## src/rtl/ones_pattern_gen_pkg.sv

```systemverilog
// Shared types, widths and mask helpers for the fixed-popcount pattern generator.
package ones_pattern_gen_pkg;

   localparam int unsigned DATA_W   = 8;
   localparam int unsigned CNT_W    = 4;
   localparam int unsigned IDX_W    = 7;
   localparam int unsigned MAX_ONES = 8;

   typedef enum logic [0:0] {
      IDLE,
      EMIT
   } state_e;

   // Smallest word with n ones: the n low bits set.
   function automatic logic [DATA_W-1:0] low_mask(input logic [CNT_W-1:0] n);
      logic [DATA_W-1:0] ones;
      ones = '1;
      return ~(ones << n);
   endfunction

   // Largest word with n ones: the n high bits set; marks the final beat.
   function automatic logic [DATA_W-1:0] top_mask(input logic [CNT_W-1:0] n);
      logic [DATA_W-1:0] ones;
      ones = '1;
      return ~(ones >> n);
   endfunction

endpackage

```

## src/rtl/comb_next.sv

```systemverilog
// Next larger 8-bit word with the same popcount (lexicographic next combination).
module comb_next
   import ones_pattern_gen_pkg::*;
(
   input  logic [DATA_W-1:0] word_i,
   output logic [DATA_W-1:0] next_o
);

   logic [DATA_W-1:0] lsb;
   logic [DATA_W-1:0] ripple;
   logic [DATA_W-1:0] tail;
   logic [2:0]        tz;

   // Shift by the trailing-zero count stands in for dividing by the lowest set bit.
   always_comb begin
      lsb    = word_i & (~word_i + 8'd1);
      ripple = word_i + lsb;
      tz     = '0;
      for (int i = DATA_W - 1; i >= 0; i--) begin
         if (word_i[i]) tz = 3'(i);
      end
      tail   = ((ripple ^ word_i) >> 2) >> tz;
      next_o = ripple | tail;
   end

endmodule

```

## src/rtl/ones_pattern_gen.sv

```systemverilog
// Streams every 8-bit word with exactly N ones, ascending, over a valid/ready handshake.
module ones_pattern_gen
   import ones_pattern_gen_pkg::*;
(
   input  logic              clk,
   input  logic              reset,
   input  logic              start,
   input  logic [CNT_W-1:0]  count_in,
   input  logic              ready,
   output logic [DATA_W-1:0] pattern,
   output logic              valid,
   output logic              last,
   output logic [IDX_W-1:0]  index,
   output logic              busy,
   output logic              err
);

   state_e            state_q, state_d;
   logic [CNT_W-1:0]  n_q, n_d;
   logic [DATA_W-1:0] pattern_q, pattern_d;
   logic [IDX_W-1:0]  index_q, index_d;
   logic              last_q, last_d;
   logic              err_q, err_d;
   logic [DATA_W-1:0] next_word;

   comb_next u_comb_next (
      .word_i (pattern_q),
      .next_o (next_word)
   );

   always_comb begin
      state_d   = state_q;
      n_d       = n_q;
      pattern_d = pattern_q;
      index_d   = index_q;
      last_d    = last_q;
      err_d     = 1'b0;

      unique case (state_q)
         IDLE: begin
            if (start) begin
               if (count_in <= CNT_W'(MAX_ONES)) begin
                  state_d   = EMIT;
                  n_d       = count_in;
                  pattern_d = low_mask(count_in);
                  index_d   = '0;
                  last_d    = (low_mask(count_in) == top_mask(count_in));
               end else begin
                  err_d = 1'b1;
               end
            end
         end
         EMIT: begin
            if (ready) begin
               if (last_q) begin
                  state_d   = IDLE;
                  pattern_d = '0;
                  index_d   = '0;
                  last_d    = 1'b0;
               end else begin
                  // next_word is only meaningful here: last_q=0 rules out the overflow case.
                  pattern_d = next_word;
                  index_d   = index_q + 7'd1;
                  last_d    = (next_word == top_mask(n_q));
               end
            end
         end
         default: state_d = IDLE;
      endcase
   end

   always_ff @(posedge clk or posedge reset) begin
      if (reset) begin
         state_q   <= IDLE;
         n_q       <= '0;
         pattern_q <= '0;
         index_q   <= '0;
         last_q    <= 1'b0;
         err_q     <= 1'b0;
      end else begin
         state_q   <= state_d;
         n_q       <= n_d;
         pattern_q <= pattern_d;
         index_q   <= index_d;
         last_q    <= last_d;
         err_q     <= err_d;
      end
   end

   assign pattern = pattern_q;
   assign index   = index_q;
   assign last    = last_q;
   assign err     = err_q;
   assign valid   = (state_q == EMIT);
   assign busy    = (state_q == EMIT);

endmodule

```

## config.mk

```make
export PLATFORM = sky130hd
export DESIGN_NAME = ones_pattern_gen
export DESIGN_NICKNAME = d
export VERILOG_FILES = /design/src/rtl/ones_pattern_gen_pkg.sv /design/src/rtl/comb_next.sv /design/src/rtl/ones_pattern_gen.sv
export SDC_FILE = /design/constraint.sdc
export NUM_CORES = 1
export LEC_CHECK = 0
export CAP_MARGIN = 20
export CELL_PAD_IN_SITES_DETAIL_PLACEMENT = 1
export CELL_PAD_IN_SITES_GLOBAL_PLACEMENT = 2
export CORE_AREA = 2 2 83 77
export DETAILED_ROUTE_END_ITERATION = 10
export DIE_AREA = 0 0 85 79
export PLACE_DENSITY = 0.86
export SYNTH_ARGS = -nofsm -noshare
export SYNTH_HDL_FRONTEND = slang
export SYNTH_SLANG_ARGS = --single-unit
```

## constraint.sdc

```tcl
create_clock -name clk -period 2.9 [get_ports clk]
set_input_delay 0.29 -clock clk [delete_from_list [all_inputs] [get_ports clk]]
set_output_delay 0.29 -clock clk [all_outputs]
set_load 0.02 [all_outputs]
```

==> results.py <==
metrics = {
    "drt": {
        "drt_iter0_markers": 151,
        "drc": 0,
        "dr_total_vias": 1836,
        "ant_nets": 0,
        "wl_per_cell_um": 17.19,
        "dr.pass1.iters": 4,
        "routed_via_density": 5.649,
        "wl_um": 5588,
    },
    "sta": {
        "layout_setup_ws_ns": 0.2644,
        "relSlewSlack_pct": 40.74,
        "fin_skew_ns": 0.008115,
        "finalSetupViolCount": 0,
        "hold_viol_final": 0,
        "slew_viol_final": 0,
        "tightest_slew_ns": 0.8879,
        "setup_tns_ns": 0,
        "fmax_mhz": 379.4,
        "period_needed_ns": 2.636,
        "rsz0062_at_grt": "no",
        "period_share_pct": 90.88,
    },
    "pwr": {
        "p_int_mw": 1.314,
        "combinationalPowerShare_pct": 66.0,
        "power_density_mw_per_mm2": 1231,
        "seq_power_share_pct": 26.9,
        "p_leak_nw": 0.8638,
        "switchingPower_mw": 1.388,
        "p_clk_share_pct": 7.1,
        "ir_drop_mv": 0.4684,
        "p_sw_share_pct": 51.36,
    },
    "global_routing": {
        "grt_pass1_wl_um": 9466,
        "grt_max_degree": 23,
        "grt_util_met3_pct": 2.807,
        "grt_util_met1_pct": 24.76,
        "grtUsageMet2_pct": 27.50,
        "gr-total-overflow": 0,
        "grt_pass1_vias": 1850,
        "top_usage_layer": "met2",
        "grt_usage_pct": 17.08,
        "antenna_found_initial": 0,
    },
    "run": {
        "drv_cap": 0,
    },
    "worst_setup_path": {
        "critical_path_class": "reg -> reg",
        "cp_max_fo": 19,
        "r2r_cells": 8,
        "worst_setup_path_start_kind": "flip-flop",
        "crit_required_ns": 3.07,
        "cp.arrival_ns": 2.81,
        "end_kind": "flip-flop",
    },
    "synth": {
        "synth_area_leaders": "dfrtp_1 (30%), nor2_1 (5.2%), a21oi_1 (5.0%)",
        "netlist_area_mm2": 0.001815,
        "ys_seq_area_share_pct": 30.32,
        "synth_area_leader_cell": "dfrtp_1",
        "synth_top_area_share_pct": 30.32,
        "yosysWarnings": 0,
        "syn_nets": 239,
        "synth_edf_count": 0,
        "ys.flop_type": "dfrtp_1",
        "syn-instance-count": 230,
        "synth_seq_cells": 22,
        "avgSynthCellArea_um2": 7.893,
        "synthArstFlopShare_pct": 100.0,
        "ys_types": 59,
    },
    "clock_tree": {
        "clk_latency_ns": 0.27,
        "ctsHoldBuffers": 0,
        "clk_pin_slew_ns": 0.08,
        "cts-root-buf": "clkbuf_8",
        "htreeDepth": 1,
        "postCtsSetupBuffers": 0,
        "cts_buffer_depth": 2,
        "cts.sinks": 22,
        "numCtsBuffers": 3,
        "ctsResizeCount": 0,
        "cts_tree": "done",
    },
    "floorplan": {
        "fp.dieW_um": 85,
        "coreArea_mm2": 0.005912,
        "die_area_mm2": 0.006715,
        "die_h_um": 79,
        "rows": 27,
        "start_util_pct": 30.71,
        "pin_count": 27,
    },
    "final_layout": {
        "fin_nets": 264,
        "drive_gt1_share_pct": 9.881,
        "antenna_cells": 0,
        "area_growth_pct": 20.95,
    },
    "worst_hold_path": {
        "hold_path_class": "in -> async",
    },
    "outcome": {
        "status": "finished clean",
    },
    "placed_design": {
        "dp_hpwl_um": 4199,
        "place.gp.congestion": 0.8743,
        "io_buffer_count": 26,
        "dpl_worst_slack_ns": 0.2871,
    },
}
placed cells by master (no fill, tap or decap), drive strengths merged, types with 3 or more instances in the layout:
master         netlist  final
clkdlybuf4s50        0     26
nor2                26     26
o21ai               23     23
nand2               22     22
dfrtp               22     22
a21oi               18     18
buf                  7     11
nand2b               9      9
inv                  6      6
nor2b                5      5
nand3                5      5
and2                 5      5
o31ai                5      5
nor3                 4      4
o211ai               4      4
mux2                 3      3
and3                 3      3
a22o                 3      3
a32oi                3      3
a311oi               3      3
a31oi                3      3
clkbuf              10      3
o221a                3      3
power by group through the flow:
| stage | Clock [mW] | Sequential (mW) | Combinational [mW] |
|---|---|---|---|
| floorplan | 0 | 0.687 | 1.22 |
| global placement | 0 | 0.722 | 1.76 |
| detailed placement | 0 | 0.725 | 1.78 |
| CTS | 0.198 | 0.723 | 1.79 |
| global route | 0.218 | 0.765 | 1.96 |
| finish | 0.192 | 0.728 | 1.78 |
metrics by stage:
step	cells	hold WS [ns]	utilization, %	power [mW]	area, um2
after floorplan	230	0.2792	-	1.904	1815
after global placement	322	0.5244	36.44	2.486	2155
after detailed placement	322	0.5334	36.44	2.503	2155
after CTS	325	0.5327	37.14	2.707	2196
after global routing	325	0.5641	37.14	2.939	2196
final	325	0.5069	37.14	2.702	2196
state kept, by name (all words and copies together), names as in the netlist:
name     count
pattern      8
err          1
busy         1
last         1
n_q          4
index        7
worst max-delay path: stages (launching register included):
cell,delay (ns)
dfrtp_1,0.71
nand2b_1,0.27
o2111ai_2,0.20
o31ai_4,0.14
a31o_1,0.25
or4_1,0.48
a21oi_1,0.15
a311oi_1,0.06
nor4_1,0.27
synthesized netlist by cell type (all sizes together) (3+ instances only):
library cell and number:
nor2 26, o21ai 23, dfrtp 22, nand2 22, a21oi 18, clkbuf 10
nand2b 9, buf 7, inv 6, and2 5, nand3 5, nor2b 5
o31ai 5, nor3 4, o211ai 4, a22o 3, a311oi 3, a31oi 3
a32oi 3, and3 3, mux2 3, o221a 3
kinds of logic (layout without fill, tap and decap cells):
kind of cell | Yosys count | count (layout) | synth area share (%)
compound gates | 91 | 91 | 35.49
simple gates | 85 | 85 | 23.02
buf+inv | 24 | 47 | 6.616
flops | 22 | 22 | 30.32
mux | 4 | 4 | 2.412
xor+xnor | 3 | 3 | 1.448
fa+ha+maj | 1 | 1 | 0.6891
per-layer routing:
| metal | wire [um] | part of all wire, % | vias to the layer above |
|---|---|---|---|
| li1 | - | - | 900 |
| met1 | 2900 | 52 | 902 |
| met2 | 2485 | 44 | 32 |
| met3 | 184 | 3.3 | 2 |
| met4 | 17 | 0.30 | 0 |
| met5 | 0 | 0 | - |
area by class of cell:
type	count	area, um2
Multi-Input combinational cell	184	1145
Clock buffer	3	41.29
Timing Repair Buffer	37	342.8
Fill cell	707	3716
Inverter	7	26.28
Sequential cell	22	550.5
Tap cell	72	90.09
final timing paths:
path	endpoint	from	slack (ns)
worst min register to register	index[3]	index[3]	0.55
worst max register to register	last	pattern[2]	0.26
worst max-delay path	last	pattern[2]	0.26
min in group clk	index[3]	index[3]	0.55
worst min-delay path	err	reset	0.51
max in group asynchronous	index[6]	reset	1.84
Note: power is estimated with default switching activity, not from simulation.
==> variant 1: new RTL, same flow settings <==
`n_q` no longer has a reset.
--- a/src/rtl/ones_pattern_gen.sv
+++ b/src/rtl/ones_pattern_gen.sv
@@ -72,19 +72,21 @@
    always_ff @(posedge clk or posedge reset) begin
       if (reset) begin
          state_q   <= IDLE;
-         n_q       <= '0;
          pattern_q <= '0;
          index_q   <= '0;
          last_q    <= 1'b0;
          err_q     <= 1'b0;
       end else begin
          state_q   <= state_d;
-         n_q       <= n_d;
          pattern_q <= pattern_d;
          index_q   <= index_d;
          last_q    <= last_d;
          err_q     <= err_d;
       end
+   end
+
+   always_ff @(posedge clk) begin
+      n_q <= n_d;
    end
 
    assign pattern = pattern_q;
Formal check against the unedited RTL: no difference found for any inputs over 10 cycles, from zero or initial values and one cycle with reset high; that may be too few to reach the edited logic, so the function may still have changed.
==> variant 1 against the original RTL <==
  * Wire length fell by 0.27%
  * Largest power group unchanged
  * Fmax is essentially flat
  * Largest cell class unchanged
  * Total power shrank 10%
  * Setup slack improved by 1.5 ps
  * Sequential cell count stayed put
  * Design area down 1.1%
  * Area after synthesis down 4.2%
  * Hold slack lost 62 ps
  * Core utilization fell by 0.42 points
==> variant 1: results (changes against the original RTL) <==
Run status
Status: complete, no violations (unchanged).

Synthesis
The number of enable-type register cells in the synthesized netlist is 4 (was 0). Area contributors post-synth: dfrtp_1 26%, a21oi_1 6.9%, edfxtp_1 6.9% (was dfrtp_1 30%, nor2_1 5.2%, a21oi_1 5.0%). Leading post-synthesis cells by instance count: 24 x a21oi_1, 19 x nor2_1, 18 x dfrtp_1 (was 25 x nor2_1, 22 x dfrtp_1, 22 x nand2_1). The share of synthesized area spent on multiplexers is 0.576% (was 2.41%). The net count of the mapped netlist is 223 (was 239). The adder-cell share of the synthesized area is 0.719% (was 0.689%). The mean instance size in the synthesized netlist is 8.13 um^2 (was 7.89 um^2).

Power
The internal power contribution was 1.19 mW (was 1.31 mW). The switching portion of total power was 50.8% (was 51.4%). The total leakage power was 0.827 nW (was 0.864 nW). The combinational share of power was 65.3% (was 66.0%).

GRT
The met1 routing resource usage after global routing is 23.2% (was 24.8%). The global router's overall resource usage is 17.1% (about the same). The global-route track usage on met3 was 2.08% (was 2.81%).

Routing
The wire length after detailed routing is 5.57 mm (was 5.59 mm). The first-pass detailed-route iteration total came to 5 (was 4). The per-cell routed wire length was 17.6 um (was 17.2 um).

Timing
The worst slack on hold paths is 445 ps (was 507 ps).

Critical path
The worst-path maximum fanout is 12 (was 19). The critical path data arrival time is 2800 ps (was 2810 ps). The longest individual stage delay on the worst path is 640 ps (was 710 ps). The worst-path cell with the longest stage delay is a2111oi_2 (was dfrtp_1).

Final layout
The share of post-route cells with drive strength above 1 is 11.9% (was 9.88%).

Placed design
The detailed-placement wirelength estimate is 4.34 mm (was 4.20 mm).
==> variant 1: layer usage <==
| layer | part of all wire [%] | wire (um) |
|---|---|---|
| met2 | 49 | 2730 |
| met4 | 1.6 | 87 |
| met3 | 3.6 | 198 |
| met5 | 0 | 0 |
| met1 | 46 | 2560 |
==> variant 1: critical path: cells and delay by family (launching register included) <==
kind	cells	cell delay [ps]
multiplexers	1	250
AND/OR/NAND/NOR	2	240
flip-flops	1	620
AO/OA/AOI/OAI	4	1260
buffers and inverters	1	180
==> variant 1: worst max path at each step <==
stage	startpoint	end	slack [ps]
4_1_cts	pattern[1]	last	250
2_1_floorplan	pattern[2]	last	650
6_report	pattern[3]	last	270
3_5_place_dp	pattern[1]	last	280
5_1_grt	pattern[1]	last	6
3_3_place_gp	pattern[3]	last	240
==> variant 1: final cells by class <==
cell class	instances	area share [%]
Sequential cell	22	26.3
Clock inverter	1	0.173
Timing Repair Buffer	39	16.5
Clock buffer	3	1.90
Tap cell	72	4.15
Multi-Input combinational cell	172	49.8
Inverter	7	1.21
==> variant 2: new RTL, same settings <==
Made on the original files. The package constant `IDX_W` goes from 7 to 9.
--- a/src/rtl/ones_pattern_gen_pkg.sv
+++ b/src/rtl/ones_pattern_gen_pkg.sv
@@ -3,7 +3,7 @@
 
    localparam int unsigned DATA_W   = 8;
    localparam int unsigned CNT_W    = 4;
-   localparam int unsigned IDX_W    = 7;
+   localparam int unsigned IDX_W    = 9;
    localparam int unsigned MAX_ONES = 8;
 
    typedef enum logic [0:0] {
Ports: changed (resized index); port bits go from 27 to 29. No check against the original RTL was run, so the function may have changed too.
==> variant 2 against the original RTL <==
  * Sequential cell count up 2
  * Area after synthesis rose by 4.5%
  * Sequential share of layout area grew 0.42 points
  * Wire length grew 14%
  * Global-route usage up 2.8 points
  * Design area grew 7.3%
  * Non-clock buffer count is 2 higher
  * Via count increased by 8.9%
  * Sequential power is 7.0% lower
  * Total power shrank 0.84%
  * Clock power grew 21%
  * Final cell count grew 4.6%
  * Setup slack lost 28 ps
  * Critical path depth is the same
  * Highest routed layer is now met3
==> variant 2: results (changes against the original RTL) <==
Run status
Status: complete, no violations (unchanged).

GRT
The pin count of the biggest net entering global routing is 25 (was 23). The global-route wire length before repair is 10.7 mm (was 9.47 mm). The met2 track utilization from global routing was 30.4% (was 27.5%). The number of global-route vias before repair is 1977 (was 1850). The global router's overall resource usage is 19.9% (was 17.1%). The met1 routing resource usage after global routing is 30.6% (was 24.8%).

Synthesis
The net count of the mapped netlist is 247 (was 239). Leading post-synthesis cells by instance count: 26 x nor2_1, 24 x dfrtp_1, 22 x o21ai_0 (was 25 x nor2_1, 22 x dfrtp_1, 22 x nand2_1). Area contributors post-synth: dfrtp_1 32%, o21ai_0 5.8%, nor2_1 5.1% (was dfrtp_1 30%, nor2_1 5.2%, a21oi_1 5.0%). The sequential fraction of the synthesis area is 31.6% (was 30.3%).

Power
The total power is 2.68 mW (was 2.70 mW). The maximum vdd ir drop is 495 uV (was 468 uV). The total leakage power is 0.919 nW (was 0.864 nW).

The power attributed to sequential cells is 0.677 mW (was 0.728 mW).

Routing
The routed length on met1 is 3.22 mm (was 2.90 mm). The highest metal layer with signal wires is met3 (was met4). The per-cell via count in the routed design is 5.88 (was 5.65). The wire length after detailed routing is 6.35 mm (was 5.59 mm).

The iteration-0 DRC count of the detailed router is 164 (was 151).

Final layout
The flip-flop count of the largest register after layout is 9 (was 8). The share of post-route cells with drive strength above 1 is 10.4% (was 9.88%).

Timing
The final clock skew is 8.63 ps (was 8.11 ps). The pin slew with the least headroom to its limit is 962 ps (was 888 ps).

Placed design
The detailed-placement wirelength estimate was 4.92 mm (was 4.20 mm). The placer congestion estimate was 0.915 (was 0.874). The count of buffers inserted at the top-level ports is 28 (was 26).

Critical path
The worst-path maximum fanout is 13 (was 19). The longest individual stage delay on the worst path came to 550 ps (was 710 ps).

Hold path
The worst min-delay path category is reg -> reg (was in -> async).
[variant 2: cell types whose count changed after synthesis, moves of 3 or more]
cell       delta
nand2_1       -6
nand3_1       +5
o21ai_0       +5
o21ai_1       -5
inv_1         +4
a2bb2oi_1     +3
a31oi_1       +3
buf_6         -3
clkbuf_1      -3
nor2b_1       -3
nor3_1        +3
o211ai_1      -3
[variant 2: final timing paths]
| check | from | end | slack (ps) | cells past startpoint |
|---|---|---|---|---|
| max | pattern[2] | last | 240 | 8 |
| max in group asynchronous | reset | last | 1770 | 2 |
| min in group asynchronous | reset | index[6] | 530 | 2 |
| min reg2reg | index[8] | index[8] | 510 | 1 |
| max reg2reg | pattern[2] | last | 240 | 8 |
| min | index[8] | index[8] | 510 | 1 |
[variant 2: worst reg2reg max path, stage by stage (launching register included)]
cell and delay [ps]:
dfrtp_1 550, nor4_4 450, nor3_2 120, or2_1 250, a221o_1 410, xor2_1 160, o31ai_1 250, a21oi_1 120
nor4_2 270
[variant 2: final cells by class]
class / count / share of cell area, %
multi-input combinational: 191 / 51.4
clock buffer: 4 / 2.34
sequential: 24 / 25.5
inverter: 10 / 1.59
timing repair buffer: 39 / 15.4
tap: 72 / 3.82
[variant 2: kinds of logic after synthesis]
group | share of synthesized area (%)
adders and majority gates | 0.659
muxes | 4.15
buffers and inverters | 5.01
AOI/OAI and AO/OA | 31.9
DFF | 31.6
and+or+nand+nor | 25.2
xor gates and xnor gates | 1.38
[variant 2: metrics by stage]
stage	setup slack (ps)	cells	util, %	area [um^2]
floorplan	504	238	-	1900
detailed placement	186	336	38.8	2290
CTS	181	340	39.7	2350
finish	237	340	39.9	2360
global placement	205	336	38.8	2290
global route	41.2	340	39.9	2360
